$ cat src/rtl/fsm_seq_driver.sv
// fsm_seq_driver: steers the 4-state protocol FSM to a requested state with the shortest inA/inB pulse sequence.
// Define FSM_SEQ_DRIVER_CHECK_EN to compare OutA/OutB against the model and resync on mismatch.
module fsm_seq_driver #(
    parameter int unsigned GAP_CYCLES = 1
) (
    input  logic       clk,
    input  logic       reset,
    input  logic       req_valid,
    input  logic [1:0] req_state,
    output logic       req_ready,
    output logic       inA,
    output logic       inB,
    input  logic       OutA,
    input  logic       OutB,
    output logic       done,
    output logic       busy,
    output logic [1:0] model_state,
    output logic       err
);
    typedef enum logic [1:0] {IDLE, STEP, GAP} state_t;
    state_t     state_q, state_d;
    logic [1:0] model_q, model_d, target_q, target_d;
    logic [4:0] cnt_q, cnt_d;
    logic       fwd_q, fwd_d, ina_q, ina_d, inb_q, inb_d, done_q, done_d, err_q, err_d;
    logic [1:0] cur, tgt, diff;
    logic       mis, fwd, pat_a;
`ifdef FSM_SEQ_DRIVER_CHECK_EN
    assign mis = (state_q == GAP) && (cnt_q == 5'd0) && ({OutA, OutB} != model_q);
    assign cur = mis ? {OutA, OutB} : model_q;
`else
    logic unused_out;
    assign unused_out = OutA ^ OutB;
    assign mis = 1'b0;
    assign cur = model_q;
`endif
    // Path is recomputed from the (possibly resynced) state before every step.
    assign tgt   = (state_q == IDLE) ? req_state : target_q;
    assign diff  = tgt - cur;
    assign fwd   = diff != 2'd3;
    assign pat_a = fwd ^ cur[0];
    always_ff @(posedge clk or posedge reset) begin
        if (reset) begin
            state_q  <= IDLE;
            model_q  <= 2'd0;
            target_q <= 2'd0;
            cnt_q    <= 5'd0;
            fwd_q    <= 1'b0;
            ina_q    <= 1'b0;
            inb_q    <= 1'b0;
            done_q   <= 1'b0;
            err_q    <= 1'b0;
        end else begin
            state_q  <= state_d;
            model_q  <= model_d;
            target_q <= target_d;
            cnt_q    <= cnt_d;
            fwd_q    <= fwd_d;
            ina_q    <= ina_d;
            inb_q    <= inb_d;
            done_q   <= done_d;
            err_q    <= err_d;
        end
    end
    always_comb begin
        state_d  = state_q;
        model_d  = mis ? cur : model_q;
        target_d = target_q;
        cnt_d    = cnt_q;
        fwd_d    = fwd_q;
        ina_d    = 1'b0;
        inb_d    = 1'b0;
        done_d   = 1'b0;
        err_d    = err_q | mis;
        case (state_q)
            IDLE: begin
                if (req_valid) begin
                    target_d = req_state;
                    if (diff == 2'd0) begin
                        done_d = 1'b1;
                    end else begin
                        state_d = STEP;
                        fwd_d   = fwd;
                        ina_d   = pat_a;
                        inb_d   = ~pat_a;
                    end
                end
            end
            STEP: begin
                model_d = fwd_q ? model_q + 2'd1 : model_q - 2'd1;
                cnt_d   = 5'(GAP_CYCLES - 1);
                state_d = GAP;
            end
            GAP: begin
                if (cnt_q != 5'd0) begin
                    cnt_d = cnt_q - 5'd1;
                end else if (diff == 2'd0) begin
                    state_d = IDLE;
                    done_d  = 1'b1;
                end else begin
                    state_d = STEP;
                    fwd_d   = fwd;
                    ina_d   = pat_a;
                    inb_d   = ~pat_a;
                end
            end
            default: state_d = IDLE;
        endcase
    end
    assign req_ready   = state_q == IDLE;
    assign busy        = state_q != IDLE;
    assign inA         = ina_q;
    assign inB         = inb_q;
    assign done        = done_q;
    assign model_state = model_q;
`ifdef FSM_SEQ_DRIVER_CHECK_EN
    assign err = err_q;
`else
    assign err = 1'b0;
`endif
endmodule
$ cat config.mk
export PLATFORM = sky130hd
export DESIGN_NAME = fsm_seq_driver
export DESIGN_NICKNAME = d
export VERILOG_FILES = /design/src/rtl/fsm_seq_driver.sv
export SDC_FILE = /design/constraint.sdc
export NUM_CORES = 1
export LEC_CHECK = 0
export ABC_CLOCK_PERIOD_IN_PS = 2900
export CORE_MARGIN = 10
export CORE_UTILIZATION = 23
export DETAILED_ROUTE_END_ITERATION = 8
export SETUP_SLACK_MARGIN = 0.02
export SYNTH_ARGS = -nofsm -noshare
export SYNTH_HDL_FRONTEND = slang
export SYNTH_SLANG_ARGS = --single-unit
$ cat constraint.sdc
create_clock -name clk -period 2.9 [get_ports clk]
set_clock_uncertainty 0.2 [all_clocks]
set_input_delay 0.58 -clock clk [delete_from_list [all_inputs] [get_ports clk]]
set_output_delay 0.58 -clock clk [all_outputs]
set_load 0.005 [all_outputs]
==> results.toml <==
[clocking]
clock_latency_ps = 290
clkTransAtPathRegs_ps = 80
cts_hold_buf = 0
cts-htree-levels = 1
clock-sinks = 15
cts_setup_buffers = 0
cts_buffer_depth = 2
ctsRootBufferMaster = "clkbuf_4"
cts_resized = 0
numCtsBuffers = 3
tritoncts = "yes"

[logic_synthesis]
synth_simple_gate_area_share_pct = 17.5
synth_ff_type = "dfrtp_1"
synth.most_common_cell = "dfrtp_1"
yosysTopAreaCell = "dfrtp_1"
synth_common_cells = "dfrtp_1, nand3_1, nor2_1"
yosys_warnings = 0
syn_nets = 86
synth_adder_area_share_pct = 4.64
synthCells = 76
yosysTopAreaCellShare_pct = 46.4
synth_cell_types = 37
synth-xor-area-share_pct = 6.50
synth_top_family_by_area = "simple AND/OR/NAND/NOR gates"
ys_seq_area_share_pct = 46.4
synth-async-reset-ratio_pct = 100
synth_edf_count = 0
syn_area_per_cell_um2 = 10.6
synth-compound-area-share_pct = 15.8
synthMuxAreaShare_pct = 4.02
synth_area_leaders = "dfrtp_1, ha_1, xnor2_1"
ys_ff_latch = 15
syn_area_um2 = 808

[power]
netSwitchingPower_uw = 375
max-vdd-ir-drop_uv = 561
p_leak_nw = 0.423
sw_frac_of_total_pct = 38.9
p_per_area_mw_per_mm2 = 973
power_frac_clock_pct = 12.5
pwr-share-seq_pct = 33.6
intPower_uw = 587
finalPower_uw = 962
power.share.combinational_pct = 54.0

[sta]
rsz0062_at_grt = "no"
tightest_slew_ps = 585
hold_violations = 0
hold_ws_ps = 313
slew_viol_final = 0
fin_crit_ps = 2420
fin_crit_sh_pct = 83.4
slew_headroom_pct = 61.0
tns_ps = 0
fmax_ghz = 0.414
setup_viol = 0

[die]
std_cell_rows = 21
die-height_um = 79.3
core_area_mm2 = 0.00336
ios = 15
dieArea_mm2 = 0.00629
die_width_um = 79.3
initial_core_util_pct = 24.0

[drt]
wl_um = 1550
vias_per_cell = 4.25
ant_nets = 0
first_pass_iters = 4
post_drt_wl_per_cell_um = 11.5
vias = 574
drc_errors = 0
first_iter_violations = 23

[final_layout]
area_growth_pct = 22.3
layout-drive-gt1-share_pct = 13.5
fin_util_pct = 29.4
nNetsFinal = 100
design_area_um2 = 988
antennaDiodeCount = 0
fillers = 384

[job]
cap_violations = 0

[critical_path]
arrival_ps = 2390
worstPathCellList = "clkdlybuf4s50_1 > mux2i_1 > ha_1 > xnor2_1 > or3_1 > and3_1 > o21a_1"
crit_slowest_cell = "or3_1"
crit_type = "input pin to flip-flop"
cp.required_ps = 2870
cp_max_fo = 7
cp-startpoint = "req_state[0]"
end_kind = "flip-flop"
r2r-start = "state_q[0]"
cpPeakStageDelay_ps = 510
critPathLaunchType = "input pin"

[global_route]
grt_usage_pct = 5.05
grt_max_degree = 16
grt_pass1_wl_um = 2590
grt_antenna_before_repair = 0
grt_pass1_vias = 575
overflow = 0

[place]
place_area_um2 = 961
gp_congestion = 0.678
hpwlAfterDp_um = 1170
port-buffer-count = 11

[worst_hold_path]
min_path_type = "flip-flop to flip-flop"
min-delay-start = "target_q[0]"

[run_status]
status = "finished clean"
-- placed cells by master (no fill, tap or decap), drive strengths merged --
cell type      instances
nand2                  5
clkdlybuf4s50         11
nand2b                 1
or4b                   1
a22oi                  1
a2bb2oi                1
and3                   1
xnor2                  4
mux2i                  1
nor2                   5
nor4b                  1
conb                   1
o21a                   2
or3                    1
nand4b                 1
clkbuf                 3
dfrtp                 15
ha                     3
and2                   1
mux2                   2
o21ai                  4
a21oi                  2
clkinv                 1
buf                    1
xor2                   2
nand3                  5
a31oi                  2
and2b                  1
a41oi                  1
a21boi                 1
nor3                   1
nor3b                  1
inv                    4
a21o                   2
-- area by class of cell --
class / count / area, um2 / area share [%]
inverters: 4 / 15.0 / 1.52
multi-input cells: 54 / 395 / 40.0
well taps: 46 / 57.6 / 5.82
clock inverters: 1 / 5.00 / 0.506
repair buffers: 12 / 118 / 11.9
flip-flops and latches: 15 / 375 / 38.0
clock buffers: 3 / 22.5 / 2.28
-- worst paths after layout --
check / to / slack, ps / cells past startpoint
max in group asynchronous: state_q[1] / 1660 / 2
worst min-delay path: target_q[0] / 310 / 1
worst max register to register: inA / 530 / 7
worst min register to register: target_q[0] / 310 / 1
worst max-delay path: inA / 480 / 7
min in group asynchronous: done / 440 / 2
-- logic make-up (layout without fill, tap and decap cells) --
family,after synthesis,after routing
fa+ha+maj,3,3
xor+xnor,6,6
mux,3,3
flops,15,15
buf+inv,7,20
simple gates,25,25
compound gates,16,16
other cells,1,1
-- power by group through the flow --
stage          Sequential (mW)  Clock (mW)  Combinational [mW]
2_1_floorplan            0.317           0               0.391
3_3_place_gp             0.325           0               0.517
3_5_place_dp             0.325           0               0.519
4_1_cts                  0.323       0.127               0.526
5_1_grt                  0.329       0.138               0.577
6_report                 0.323       0.120               0.519
-- critical path, delay by kind of cell --
family          cells  cell delay, ps
compound gates      1             160
buf+inv             1             410
fa+ha+maj           1             210
simple gates        2             710
xor+xnor            1              70
mux                 1             250
-- state kept, by name (all words and copies together), names as in the netlist --
| register | cells |
|---|---|
| state_q | 2 |
| done | 1 |
| model_state | 2 |
| inA | 1 |
| cnt_q | 5 |
| inB | 1 |
| target_q | 2 |
| fwd_q | 1 |
-- routing by layer --
layer,wire (um),share of wire [%],track usage (%),up-vias
met3,143,9.2,2.82,0
met4,0,0,1.61,0
met1,750,48,6.36,266
met2,660,42,7.10,17
met5,0,0,0,-
li1,-,-,-,291
-- through the flow --
step / instances / setup WS [ps]
2_1_floorplan: 76 / 578
3_3_place_gp: 131 / 180
3_5_place_dp: 131 / 193
4_1_cts: 135 / 489
5_1_grt: 135 / 347
6_report: 135 / 483
No activity file was read; power rests on OpenSTA's default activity.
